### config.mk
export PLATFORM = sky130hd
export DESIGN_NAME = ebus_sequencer_flat
export DESIGN_NICKNAME = d
export VERILOG_FILES = /design/src/rtl/ebus_sequencer_if.sv /design/src/rtl/ebus_sequencer.sv /design/src/flat_wrapper.sv
export SDC_FILE = /design/constraint.sdc
export NUM_CORES = 1
export LEC_CHECK = 0
export ABC_AREA = 1
export BUFFER_PORTS_ARGS = -buffer_cell sky130_fd_sc_hd__buf_2
export CAP_MARGIN = 15
export CORE_UTILIZATION = 30
export CTS_BUF_LIST = sky130_fd_sc_hd__clkbuf_4 sky130_fd_sc_hd__clkbuf_8
export DETAILED_ROUTE_END_ITERATION = 8
export GPL_TIMING_DRIVEN = 0
export PLACE_DENSITY = 0.61
export SLEW_MARGIN = 10
export SYNTH_ARGS = -nofsm -noshare
export SYNTH_HDL_FRONTEND = slang
export SYNTH_SLANG_ARGS = --single-unit
### constraint.sdc
create_clock -name clk -period 4.5 [get_ports clk]
set_input_delay 0.9 -clock clk [delete_from_list [all_inputs] [get_ports clk]]
set_output_delay 0.9 -clock clk [all_outputs]
set_load 0.01 [all_outputs]
### src/rtl/ebus_sequencer_if.sv
// EBOX request and EBUS signal bundle for the EBUS transaction sequencer.
// Data words are PDP-10 numbered: bit 0 is the MSB, held here in bit 35.
interface ebus_sequencer_if #(
    parameter int NDRV = 4
);
    logic                   start;
    logic [2:0]             reqFunc;
    logic [6:0]             reqCs;
    logic [35:0]            reqData;
    logic                   busy;
    logic                   done;
    logic                   tmo;
    logic [35:0]            rdData;
    logic [NDRV*36-1:0]     drvData;
    logic [NDRV-1:0]        drvDriving;
    logic [35:0]            ebusData;
    logic [6:0]             ebusCs;
    logic [2:0]             ebusFunc;
    logic                   ebusDemand;
    logic                   ebusAck;
    logic                   ebusXfer;
    logic                   contention;

    modport master (
        input  start, reqFunc, reqCs, reqData, drvData, drvDriving, ebusAck, ebusXfer,
        output busy, done, tmo, rdData, ebusData, ebusCs, ebusFunc, ebusDemand, contention
    );

    modport slave (
        output start, reqFunc, reqCs, reqData, drvData, drvDriving, ebusAck, ebusXfer,
        input  busy, done, tmo, rdData, ebusData, ebusCs, ebusFunc, ebusDemand, contention
    );
endinterface

### src/rtl/ebus_sequencer.sv
// EBOX-side EBUS sequencer: runs one demand/ack/xfer transaction at a time with timeouts,
// captures read data and ORs all driving sources onto EBUS data.
module ebus_sequencer #(
    parameter int NDRV      = 4,
    parameter int SETUP_CYC = 1,
    parameter int ACK_TMO   = 15
) (
    input  logic              clk,
    input  logic              resetN,
    ebus_sequencer_if.master  bus
);
    localparam logic [2:0] S_IDLE    = 3'd0;
    localparam logic [2:0] S_SETUP   = 3'd1;
    localparam logic [2:0] S_DEMAND  = 3'd2;
    localparam logic [2:0] S_XFER    = 3'd3;
    localparam logic [2:0] S_RELEASE = 3'd4;

    localparam logic [7:0] SETUP_LAST = 8'(SETUP_CYC - 1);
    localparam logic [7:0] ACK_LAST   = 8'(ACK_TMO - 1);

    logic [2:0]  r_state;
    logic [7:0]  r_cnt;
    logic [2:0]  r_func;
    logic [6:0]  r_cs;
    logic [35:0] r_data;
    logic [35:0] r_rd_data;
    logic        r_tmo;
    logic        r_done;
    logic        r_demand;

    logic [2:0]  w_state_nxt;
    logic [7:0]  w_cnt_nxt;
    logic [7:0]  w_cnt_inc;
    logic        w_legal;
    logic        w_read;
    logic        w_write;
    logic        w_self;
    logic        w_accept;
    logic        w_timeout;
    logic        w_finish;
    logic        w_capture;
    logic        w_busy;
    logic [35:0] w_ebus_data;
    logic [7:0]  w_nsrc;

    assign w_legal   = (bus.reqFunc[2:1] != 2'b11);
    assign w_read    = (r_func == 3'b001) || (r_func == 3'b011) || (r_func == 3'b101);
    assign w_write   = (r_func == 3'b000) || (r_func == 3'b010);
    assign w_self    = w_write && ((r_state == S_DEMAND) || (r_state == S_XFER));
    assign w_busy    = (r_state != S_IDLE);
    assign w_cnt_inc = (r_cnt == 8'hFF) ? r_cnt : r_cnt + 8'd1;

    // Wired-OR of every active source; the count only feeds the contention flag.
    always_comb begin
        w_ebus_data = '0;
        w_nsrc      = '0;
        for (int i = 0; i < NDRV; i++) begin
            if (bus.drvDriving[i]) begin
                w_ebus_data = w_ebus_data | bus.drvData[36*i +: 36];
                w_nsrc      = w_nsrc + 8'd1;
            end
        end
        if (w_self) begin
            w_ebus_data = w_ebus_data | r_data;
            w_nsrc      = w_nsrc + 8'd1;
        end
    end

    always_comb begin
        w_state_nxt = r_state;
        w_cnt_nxt   = r_cnt;
        w_accept    = 1'b0;
        w_timeout   = 1'b0;
        w_finish    = 1'b0;
        w_capture   = 1'b0;
        case (r_state)
            S_IDLE: begin
                if (bus.start && w_legal) begin
                    w_state_nxt = S_SETUP;
                    w_cnt_nxt   = '0;
                    w_accept    = 1'b1;
                end
            end
            S_SETUP: begin
                if (r_cnt == SETUP_LAST) begin
                    w_state_nxt = S_DEMAND;
                    w_cnt_nxt   = '0;
                end else begin
                    w_cnt_nxt = w_cnt_inc;
                end
            end
            S_DEMAND: begin
                if (bus.ebusAck) begin
                    w_state_nxt = S_XFER;
                    w_cnt_nxt   = '0;
                end else if (r_cnt == ACK_LAST) begin
                    w_state_nxt = S_RELEASE;
                    w_timeout   = 1'b1;
                end else begin
                    w_cnt_nxt = w_cnt_inc;
                end
            end
            S_XFER: begin
                if (bus.ebusXfer) begin
                    w_state_nxt = S_RELEASE;
                    w_capture   = w_read;
                end else if (r_cnt == ACK_LAST) begin
                    w_state_nxt = S_RELEASE;
                    w_timeout   = 1'b1;
                end else begin
                    w_cnt_nxt = w_cnt_inc;
                end
            end
            S_RELEASE: begin
                // No timeout here: the device must drop ack/xfer before the next request.
                if (!bus.ebusAck && !bus.ebusXfer) begin
                    w_state_nxt = S_IDLE;
                    w_cnt_nxt   = '0;
                    w_finish    = 1'b1;
                end
            end
            default: begin
                w_state_nxt = S_IDLE;
                w_cnt_nxt   = '0;
            end
        endcase
    end

    always_ff @(posedge clk or negedge resetN) begin
        if (!resetN) begin
            r_state   <= S_IDLE;
            r_cnt     <= '0;
            r_func    <= '0;
            r_cs      <= '0;
            r_data    <= '0;
            r_rd_data <= '0;
            r_tmo     <= 1'b0;
            r_done    <= 1'b0;
            r_demand  <= 1'b0;
        end else begin
            r_state  <= w_state_nxt;
            r_cnt    <= w_cnt_nxt;
            r_done   <= w_finish;
            r_demand <= (w_state_nxt == S_DEMAND) || (w_state_nxt == S_XFER);
            if (w_accept) begin
                r_func <= bus.reqFunc;
                r_cs   <= bus.reqCs;
                r_data <= bus.reqData;
                r_tmo  <= 1'b0;
            end else if (w_timeout) begin
                r_tmo <= 1'b1;
            end
            if (w_capture) begin
                r_rd_data <= w_ebus_data;
            end
        end
    end

    assign bus.busy       = w_busy;
    assign bus.done       = r_done;
    assign bus.tmo        = r_tmo;
    assign bus.rdData     = r_rd_data;
    assign bus.ebusData   = w_ebus_data;
    assign bus.ebusCs     = w_busy ? r_cs : 7'd0;
    assign bus.ebusFunc   = w_busy ? r_func : 3'd0;
    assign bus.ebusDemand = r_demand;
    assign bus.contention = (w_nsrc > 8'd1);
endmodule

### src/flat_wrapper.sv
// flat-port wrapper written by rule: the top's interface ports become plain ports
module ebus_sequencer_flat 
#(
    parameter int NDRV      = 4,
    parameter int SETUP_CYC = 1,
    parameter int ACK_TMO   = 15
)
  (clk, resetN, bus_start, bus_reqFunc, bus_reqCs, bus_reqData, bus_drvData, bus_drvDriving, bus_ebusAck, bus_ebusXfer, bus_busy, bus_done, bus_tmo, bus_rdData, bus_ebusData, bus_ebusCs, bus_ebusFunc, bus_ebusDemand, bus_contention);
  ebus_sequencer_if #(.NDRV(NDRV)) bus_i ();
  input  logic clk;
  input  logic resetN;
  input wire logic [$bits(bus_i.start)-1:0] bus_start;
  input wire logic [$bits(bus_i.reqFunc)-1:0] bus_reqFunc;
  input wire logic [$bits(bus_i.reqCs)-1:0] bus_reqCs;
  input wire logic [$bits(bus_i.reqData)-1:0] bus_reqData;
  input wire logic [$bits(bus_i.drvData)-1:0] bus_drvData;
  input wire logic [$bits(bus_i.drvDriving)-1:0] bus_drvDriving;
  input wire logic [$bits(bus_i.ebusAck)-1:0] bus_ebusAck;
  input wire logic [$bits(bus_i.ebusXfer)-1:0] bus_ebusXfer;
  output wire logic [$bits(bus_i.busy)-1:0] bus_busy;
  output wire logic [$bits(bus_i.done)-1:0] bus_done;
  output wire logic [$bits(bus_i.tmo)-1:0] bus_tmo;
  output wire logic [$bits(bus_i.rdData)-1:0] bus_rdData;
  output wire logic [$bits(bus_i.ebusData)-1:0] bus_ebusData;
  output wire logic [$bits(bus_i.ebusCs)-1:0] bus_ebusCs;
  output wire logic [$bits(bus_i.ebusFunc)-1:0] bus_ebusFunc;
  output wire logic [$bits(bus_i.ebusDemand)-1:0] bus_ebusDemand;
  output wire logic [$bits(bus_i.contention)-1:0] bus_contention;
  assign bus_i.start = bus_start;
  assign bus_i.reqFunc = bus_reqFunc;
  assign bus_i.reqCs = bus_reqCs;
  assign bus_i.reqData = bus_reqData;
  assign bus_i.drvData = bus_drvData;
  assign bus_i.drvDriving = bus_drvDriving;
  assign bus_i.ebusAck = bus_ebusAck;
  assign bus_i.ebusXfer = bus_ebusXfer;
  assign bus_busy = bus_i.busy;
  assign bus_done = bus_i.done;
  assign bus_tmo = bus_i.tmo;
  assign bus_rdData = bus_i.rdData;
  assign bus_ebusData = bus_i.ebusData;
  assign bus_ebusCs = bus_i.ebusCs;
  assign bus_ebusFunc = bus_i.ebusFunc;
  assign bus_ebusDemand = bus_i.ebusDemand;
  assign bus_contention = bus_i.contention;
  ebus_sequencer #(.NDRV(NDRV), .SETUP_CYC(SETUP_CYC), .ACK_TMO(ACK_TMO)) u_core (.clk(clk), .resetN(resetN), .bus(bus_i));
endmodule
==> impl_metrics.yaml <==
synthesis:
  synth.distinct_cells: 29
  synth_compound_area_frac: 0.1550
  synth_fp_nets: 925
  synth.cell_area_um2: 5359
  synth_adder_area_share: 0.01868
  synth_xor_area_frac: 0.009806
  syn_inst: 718
  ys_seq_elements: 96
  seq_area_frac_synth: 0.4483
  ys_warn_count: 0
  syn_avg_cell_area_um2: 7.464
  synthMuxAreaShare: 0
  yosys.area_share.simple: 0.3073
  synth_top_family_by_area: "simple AND/OR/NAND/NOR gates"
clock_tree:
  clock_sink_count: 96
  cts-buffers-inserted: 9
  clock_latency_ns: 0.39
  h-tree-depth: 3
  post_cts_resized: 0
  root_buffer: "clkbuf_8"
  postCtsSetupRepairBufs: 0
  cts_tree: "built"
  ctsHoldBuffers: 0
  cts_max_path_buffers: 2
  path_clk_slew_ns: 0.10
worst_setup_path:
  cp_max_fo: 19
  r2r_start: "u_core.r_state[2]"
  path_class: "input pin to primary output"
  critPathLaunchType: "input pin"
  startpoint: "bus_drvDriving[0]"
  cp.required_ns: 3.60
  arrival_ns: 3.15
  end_kind: "primary output"
timing:
  slew_violations: 0
  max_freq_ghz: 0.2467
  worst_slack_ns: 0.4464
  worstMarginPinSlew_ns: 0.7891
  setup_viol: 0
  fin_crit_ns: 4.054
  fin_crit_sh: 0.9008
  setup_tns_ns: 0
  finClkSkew_ns: 0.01114
  rsz0062_at_grt: "no"
  max_slew_margin: 0.4739
  hold_viol: 0
global_route:
  overflow: 0
  grtUsageTotal: 0.2162
  antenna_found_initial: 1
  grt_max_degree: 51
  grt_pass1_vias: 5478
  grt_first_pass_wirelength_um: 29630
floorplanning:
  die_h_um: 135.7
  die-area_um2: 18400
  rows: 48
  top_level_ports: 286
  start_util: 0.3088
  core_area_um2: 17360
  die_x_um: 135.7
routing:
  firstDrtPassIters: 5
  post-route-drc-count: 0
  avgRoutedWirePerCell_um: 16.10
  vias_per_cell: 4.736
  drt-total-wl_um: 19980
  drtIter0Drc: 262
  ant_nets: 0
  vias: 5877
placement:
  dp_hpwl_um: 15620
  pre_cts_ws_ns: -0.01326
  place_congestion: 0.8450
  port_buffers: 283
pwr:
  leakagePower_nw: 3.952
  power_density_nw_per_um2: 506.0
  peakVddDrop_v: 0.0003161
hold_path:
  hold_path.class: "input pin to asynchronous set/reset pin"
job:
  drv_cap: 0
finish:
  layout-drive-gt1-share: 0.3337
  syn_to_final_growth_pct: 36.03
  final_nets: 1218
  n_antenna_cell: 0
outcome:
  outcome: "finished clean"
## kinds of logic (layout without fill, tap and decap cells)
logic type               after synthesis  count (layout)
AO/OA/AOI/OAI                        116             116
flip-flops                            96              96
AND/OR/NAND/NOR                      418             418
buffers and inverters                 74             372
adder cells (fa/ha/maj)                8               8
XOR/XNOR                               6               6
## worst max-delay path: stages
cell and delay [ns]:
buf_2 0.10, buf_2 0.40, inv_1 0.13, ha_1 0.36, xor2_1 0.25, nand2_1 0.10, nand2_1 0.08, nand2_1 0.06
nand2_1 0.09, ha_1 0.15, nand2_1 0.07, a21oi_1 0.14, nand2_1 0.07, nand2_1 0.06, nand2_1 0.05, buf_2 0.14
## power by group
part	internal (mW)	switching [mW]	leakage, nW
Clock	0.286	0.323	0.0996
Sequential	1.24	0.186	1.16
Combinational	0.635	1.02	2.69
## metal layers
layer,global-route usage,part of all wire
met5,0,0.00060
met4,0.05680,0.013
met3,0.05874,0.072
met2,0.3852,0.49
met1,0.2533,0.42
## cells in the mapped netlist, drive strengths merged
| cell | count | area [um2] |
|---|---|---|
| a21oi | 3 | 15.01 |
| a221oi | 21 | 183.9 |
| a22o | 30 | 262.8 |
| a31oi | 36 | 225.2 |
| buf | 29 | 157.7 |
| clkbuf | 10 | 37.54 |
| dfrtp | 96 | 2402 |
| ha | 8 | 100.1 |
| inv | 35 | 131.4 |
| nand2 | 309 | 1165 |
| nand3 | 20 | 105.1 |
| nand4 | 3 | 18.77 |
| nor2 | 80 | 322.8 |
| nor3 | 6 | 35.03 |
| o211ai | 2 | 15.01 |
| o21ai | 23 | 122.6 |
| o22ai | 1 | 6.260 |
| xnor2 | 2 | 17.52 |
| xor2 | 4 | 35.03 |
## worst paths after layout
path,end,cells after the start,slack (ns)
max in group asynchronous,u_core.bus.rdData[9],2,3.44
min reg2reg,u_core.r_data[6],2,0.48
max reg2reg,u_core.bus.rdData[25],7,2.72
min in group clk,u_core.r_data[6],2,0.48
max,bus_contention,16,0.45
min,u_core.r_cnt[2],1,0.44
## repair_timing
action / CTS / global route
cloned: 0 / 0
pin swaps: 0 / 0
setup endpoints to repair: 1 / 1
## state kept, by name (all words and copies together), names as in the netlist
signal / flops
u_core.r_data: 36
u_core.bus.ebusDemand: 1
u_core.r_cnt: 8
u_core.bus.done: 1
u_core.bus.rdData: 36
u_core.bus.tmo: 1
u_core.r_state: 3
u_core.r_func: 3
u_core.r_cs: 7
## cells in the final DEF (no fill, tap or decap), types with 2 or more instances in the layout
| master | Yosys | final |
|---|---|---|
| nand2_1 | 307 | 307 |
| xor2_1 | 4 | 4 |
| clkbuf_4 | 0 | 2 |
| nand2_2 | 2 | 2 |
| nand3_1 | 19 | 19 |
| buf_4 | 7 | 7 |
| clkbuf_1 | 10 | 9 |
| nor3_1 | 5 | 5 |
| clkbuf_8 | 0 | 10 |
| nor2_2 | 3 | 3 |
| xnor2_1 | 2 | 2 |
| o211ai_1 | 2 | 2 |
| inv_2 | 3 | 3 |
| buf_2 | 18 | 300 |
| ha_1 | 8 | 8 |
| a22o_1 | 30 | 30 |
| o21ai_0 | 20 | 20 |
| nand4_1 | 3 | 3 |
| clkinvlp_4 | 0 | 2 |
| dfrtp_1 | 96 | 96 |
| nor2_4 | 2 | 2 |
| a221oi_1 | 21 | 21 |
| inv_1 | 32 | 32 |
| a21oi_1 | 3 | 3 |
| o21ai_2 | 2 | 2 |
| nor2_1 | 75 | 75 |
| buf_1 | 4 | 3 |
| a31oi_1 | 36 | 36 |
## metrics by stage
stage	std cells	cell area (um2)	power [mW]	hold WS, ns	utilization
finish	1241	7289	3.688	0.4373	0.4200
global route	1241	7289	3.989	0.4597	0.4200
CTS	1242	7293	3.736	0.4432	0.4202
detailed placement	1227	7091	3.123	0.4590	0.4085
global placement	1226	7057	3.097	0.4538	0.4066
floorplan	718	5359	2.426	0.4422	-
## cell type report
type	count	area (um2)
Fill cell	1853	10070
Multi-Input combinational cell	548	2630
Sequential cell	96	2402
Timing Repair Buffer	284	1450
Tap cell	225	281.5
Buffer	37	187.7
Clock buffer	12	152.6
Inverter	35	131.4
Clock inverter	4	53.80
(Power assumes the default switching activity.)
